--- config.mk ---
export PLATFORM = sky130hd
export DESIGN_NAME = seg7_scan_mux
export DESIGN_NICKNAME = d
export VERILOG_FILES = /design/src/rtl/seg7_scan_mux.sv
export SDC_FILE = /design/constraint.sdc
export NUM_CORES = 1
export LEC_CHECK = 0
export CORE_MARGIN = 3
export CORE_UTILIZATION = 54
export CTS_CLUSTER_SIZE = 24
export DETAILED_ROUTE_END_ITERATION = 12
export GPL_TIMING_DRIVEN = 0
export PLACE_DENSITY_LB_ADDON = 0.3
export SYNTH_ARGS = -nofsm -noshare
export SYNTH_HDL_FRONTEND = slang
export SYNTH_SLANG_ARGS = --single-unit
--- constraint.sdc ---
create_clock -name clk -period 6.6 [get_ports clk]
set_clock_uncertainty 0.15 [all_clocks]
set_input_delay 0.66 -clock clk [delete_from_list [all_inputs] [get_ports clk]]
set_output_delay 0.66 -clock clk [all_outputs]
set_load 0.05 [all_outputs]
--- src/rtl/seg7_scan_mux.sv ---
// seg7_scan_mux: time-multiplexed six-digit common-anode driver with frame latching, blanking and blink
module seg7_scan_mux #(
    parameter int         REFRESH_DIV  = 4,
    parameter int         BLANK_CYCLES = 1,
    parameter int         BLINK_DIV    = 2,
    parameter logic [6:0] ZERO_PAT     = 7'b0111111
) (
    input  logic       clk,
    input  logic       rst_n,
    input  logic [6:0] seg7_points_2,
    input  logic [6:0] seg7_points_1,
    input  logic [6:0] seg7_points_0,
    input  logic [6:0] seg7_timer_1,
    input  logic [6:0] seg7_timer_0,
    input  logic [6:0] seg7_level,
    input  logic       Done,
    input  logic       blank_lz,
    output logic [6:0] seg_out,
    output logic [5:0] an_out,
    output logic       frame_tick
);
    localparam int CW = (REFRESH_DIV > 2) ? $clog2(REFRESH_DIV) : 1;
    localparam int BW = (BLINK_DIV > 2) ? $clog2(BLINK_DIV) : 1;
    localparam logic [CW-1:0] CNT_MAX = CW'(REFRESH_DIV - 1);
    localparam logic [CW-1:0] BLANK = CW'(BLANK_CYCLES);
    localparam logic [BW-1:0] BLINK_MAX = BW'(BLINK_DIV - 1);

    logic [2:0]    slot;
    logic [CW-1:0] cnt;
    logic [6:0]    sh_p2, sh_p1, sh_p0, sh_t1, sh_t0, sh_lv;
    logic          done_sh, lz_sh, phase_on;
    logic [BW-1:0] blink_cnt;
    logic          frame_start, lz0, lz1, digit_on;
    logic [6:0]    pat;

    always_comb begin
        frame_start = slot == 3'd0 && cnt == '0;
        lz0 = lz_sh && sh_p2 == ZERO_PAT;
        lz1 = lz0 && sh_p1 == ZERO_PAT;
        digit_on = cnt >= BLANK && phase_on && !(slot == 3'd0 && lz0) && !(slot == 3'd1 && lz1);
        pat = slot == 3'd0 ? sh_p2 :
              slot == 3'd1 ? sh_p1 :
              slot == 3'd2 ? sh_p0 :
              slot == 3'd3 ? sh_t1 :
              slot == 3'd4 ? sh_t0 : sh_lv;
    end

    always_ff @(posedge clk or negedge rst_n) begin
        if (!rst_n) begin
            slot <= 3'd0;
            cnt <= '0;
        end else if (cnt == CNT_MAX) begin
            cnt <= '0;
            slot <= slot == 3'd5 ? 3'd0 : slot + 3'd1;
        end else begin
            cnt <= cnt + 1'b1;
        end
    end

    // Shadows and blink state only move at frame start so a frame never tears.
    always_ff @(posedge clk or negedge rst_n) begin
        if (!rst_n) begin
            {sh_p2, sh_p1, sh_p0, sh_t1, sh_t0, sh_lv} <= '0;
            done_sh <= 1'b0;
            lz_sh <= 1'b0;
            phase_on <= 1'b1;
            blink_cnt <= '0;
        end else if (frame_start) begin
            {sh_p2, sh_p1, sh_p0} <= {seg7_points_2, seg7_points_1, seg7_points_0};
            {sh_t1, sh_t0, sh_lv} <= {seg7_timer_1, seg7_timer_0, seg7_level};
            done_sh <= Done;
            lz_sh <= blank_lz;
            if (!Done || !done_sh) begin
                phase_on <= 1'b1;
                blink_cnt <= '0;
            end else if (blink_cnt == BLINK_MAX) begin
                phase_on <= ~phase_on;
                blink_cnt <= '0;
            end else begin
                blink_cnt <= blink_cnt + 1'b1;
            end
        end
    end

    always_ff @(posedge clk or negedge rst_n) begin
        if (!rst_n) begin
            seg_out <= 7'h7F;
            an_out <= 6'h3F;
            frame_tick <= 1'b0;
        end else begin
            seg_out <= digit_on ? ~pat : 7'h7F;
            an_out <= digit_on ? ~(6'b1 << slot) : 6'h3F;
            frame_tick <= frame_start;
        end
    end

    always_ff @(posedge clk) begin
        if (rst_n) assert ($countones(~an_out) <= 1);
    end
endmodule

==> results.ini <==
[clocking]
cts.sinks=65
cts_max_level=3
postCtsResizedCells=0
cts_buffers=9
ctsRootBufferMaster=clkbuf_8
path_clk_slew_ns=0.07
cts_tree=yes
insertion_delay_ns=0.34
cts_max_path_buffers=2
cts_hold_buf=0
post-cts-setup-buffer-count=0

[final_layout]
drive_gt1_frac=0.279
diodes=0
syn2layout_area_growth_pct=31.9
fin_nets=350
fillCellCount=352
ff_latch_area_mm2=0.00164
layout_common_cells=clkdlybuf4s50_1, dfrtp_1, mux2_2
final_common_cell=clkdlybuf4s50_1
multiInputGateArea_mm2=0.00112

[setup_path]
cp-start-kind=flip-flop
arrival_ns=3.02
critPathMaxFanout=10
crit_path_frequent_cell=clkbuf_1
slowest_delay_ns=0.50
critPathRequiredTime_ns=6.70
critPathSlowestCell=clkbuf_1
path_buf_inv=4
cp_cell_sequence=buf_2 > clkbuf_1 > and2_1 > ha_1 > clkbuf_1 > inv_1 > o22ai_1 > a21oi_1 > o211ai_1
cp-end-kind=flip-flop
worstSetupPathType=flip-flop to flip-flop
cpLargestDelayFamily=buffers and inverters

[detailed_routing]
drtIter0Drc=195
finalWirelength_um=6530
dr.pass1.iters=4
antenna_left=0
drc_errors=0
post_drt_wl_per_cell_um=17.6
viasPerCell=5.56
vias=2070

[floorplanning]
start_util=0.583
design.core.area_mm2=0.00491
die_height_um=78.8
ioPinCount=60
die_area_mm2=0.00621
die_w_um=78.8
row_count=25

[timing]
final.min_clock_period_ns=2.92
drv_slew=0
slew_headroom=0.362
tightest_slew_ns=0.954
hold_viol=0
fin_ws_ns=3.68
setup_violations=0
finalCritPeriodShare=0.442
max_freq_mhz=343
rsz0062_at_grt=false
finalSetupTns_ns=0

[power]
p_total_uw=859
ir_drop_v=0.000156
power.density_mw_per_mm2=227
intPower_uw=686
seqPwrFrac=0.493
comb_power_share=0.069
p_switching_uw=172
switching_share=0.201
power_frac_clock=0.438
power.leakage_uw=0.00158

[synthesis]
syn_inst=229
synth_ff_type=dfrtp_1
synth_nets=279
synth_seq_area_share=0.574
synth_area_mm2=0.00286
synth_cell_types=35
async_flop_share=1.00
synth-edff-count=0
yosys_register_bits=65
synth_area_per_cell_um2=12.5
ys_warn_count=0

[global_route]
grt_pass1_wl_um=10900
gr-max-usage-layer=met2
track_usage=0.239
overflow=0
grt_pass1_vias=2174
grt_max_degree=42
grt.met1_usage=0.295
gr-usage-met3=0.0805
use_met2=0.393
grt_antenna_before_repair=0

[outcome]
status=complete, no violations

[hold_path]
min_path_type=input port to asynchronous set/reset pin

[place]
port_buffers=59
post-place-ws_ns=3.85
dp.final_hpwl_um=4620
gp_congestion=0.845

[run]
max_cap_viol_count=0

[flip-flops by register name (all words and copies together) (netlist names)]
register,cells
phase_on,1
lz_sh,1
sh_p1,7
cnt,2
sh_p0,7
frame_tick,1
sh_t0,7
an_out,6
blink_cnt,1
sh_t1,7
sh_lv,7
slot,3
seg_out,7
done_sh,1
sh_p2,7
[cell usage after synthesis (all sizes together) (2+ instances only)]
master,number,area share
dfrtp,51,0.45
mux2,44,0.17
nand2,21,0.028
dfstp,14,0.13
a21oi,11,0.019
buf,10,0.018
inv,8,0.010
nor2,8,0.010
o211ai,7,0.020
a21o,6,0.016
mux2i,6,0.021
o21ai,6,0.010
a211oi,5,0.013
ha,4,0.017
clkbuf,3,0.0039
nand2b,3,0.0066
nand3,3,0.0052
a31oi,2,0.0044
nand4b,2,0.0061
nor3b,2,0.0052
o22ai,2,0.0044
[cells by family after synthesis]
group | count (synthesis) | synth area share
flip-flops | 65 | 0.574
multiplexers | 50 | 0.195
AND/OR/NAND/NOR | 46 | 0.0804
AO/OA/AOI/OAI | 41 | 0.0935
buffers and inverters | 21 | 0.0328
adder cells (fa/ha/maj) | 4 | 0.0175
XOR/XNOR | 2 | 0.00612
[through the flow]
step	hold slack, ns	instances	utilization	instance area, µm²
after floorplan	0.214	229	-	2860
after global placement	0.300	355	0.720	3540
after detailed placement	0.307	356	0.723	3550
after CTS	0.145	372	0.769	3770
after global routing	0.165	372	0.769	3770
final	0.145	372	0.769	3770
[power by group through the flow]
stage	registers (µW)	clock network, µW	logic [µW]
2_1_floorplan	426	0	20.3
3_3_place_gp	429	0	57.2
3_5_place_dp	430	0	59.7
4_1_cts	423	382	60.3
5_1_grt	425	401	65.0
6_report	424	376	59.4
[final timing paths]
check / startpoint / to / slack, ns / cells past startpoint
worst max-delay path: slot[0] / seg_out[2] / 3.68 / 9
worst min-delay path: rst_n / sh_t1[3] / 0.14 / 1
worst max register to register: slot[0] / seg_out[2] / 3.68 / 9
worst min register to register: cnt[0] / cnt[0] / 0.33 / 1
max in group asynchronous: rst_n / phase_on / 5.49 / 2
min in group clk: cnt[0] / cnt[0] / 0.33 / 1
[cell type report]
class                      instances  share of cell area
buffer                            13              0.0169
tap                               67              0.0222
sequential                        65               0.436
inverter                           8             0.00795
multi-input combinational        143               0.298
clock buffer                      14              0.0431
clock inverter                     2              0.0159
timing repair buffer              60               0.160
[worst register-to-register path, stage by stage (launching register included)]
cell      delay, ns
dfrtp_1        0.34
buf_2          0.22
clkbuf_1       0.50
and2_1         0.21
ha_1           0.15
clkbuf_1       0.47
inv_1          0.30
o22ai_1        0.23
a21oi_1        0.06
o211ai_1       0.20
[routing by layer]
layer / vias to the layer above / share of wire
met5: - / 0
met4: 0 / 0.011
met3: 6 / 0.066
met2: 79 / 0.51
met1: 1031 / 0.41
li1: 954 / -
(Power assumes the default switching activity.)
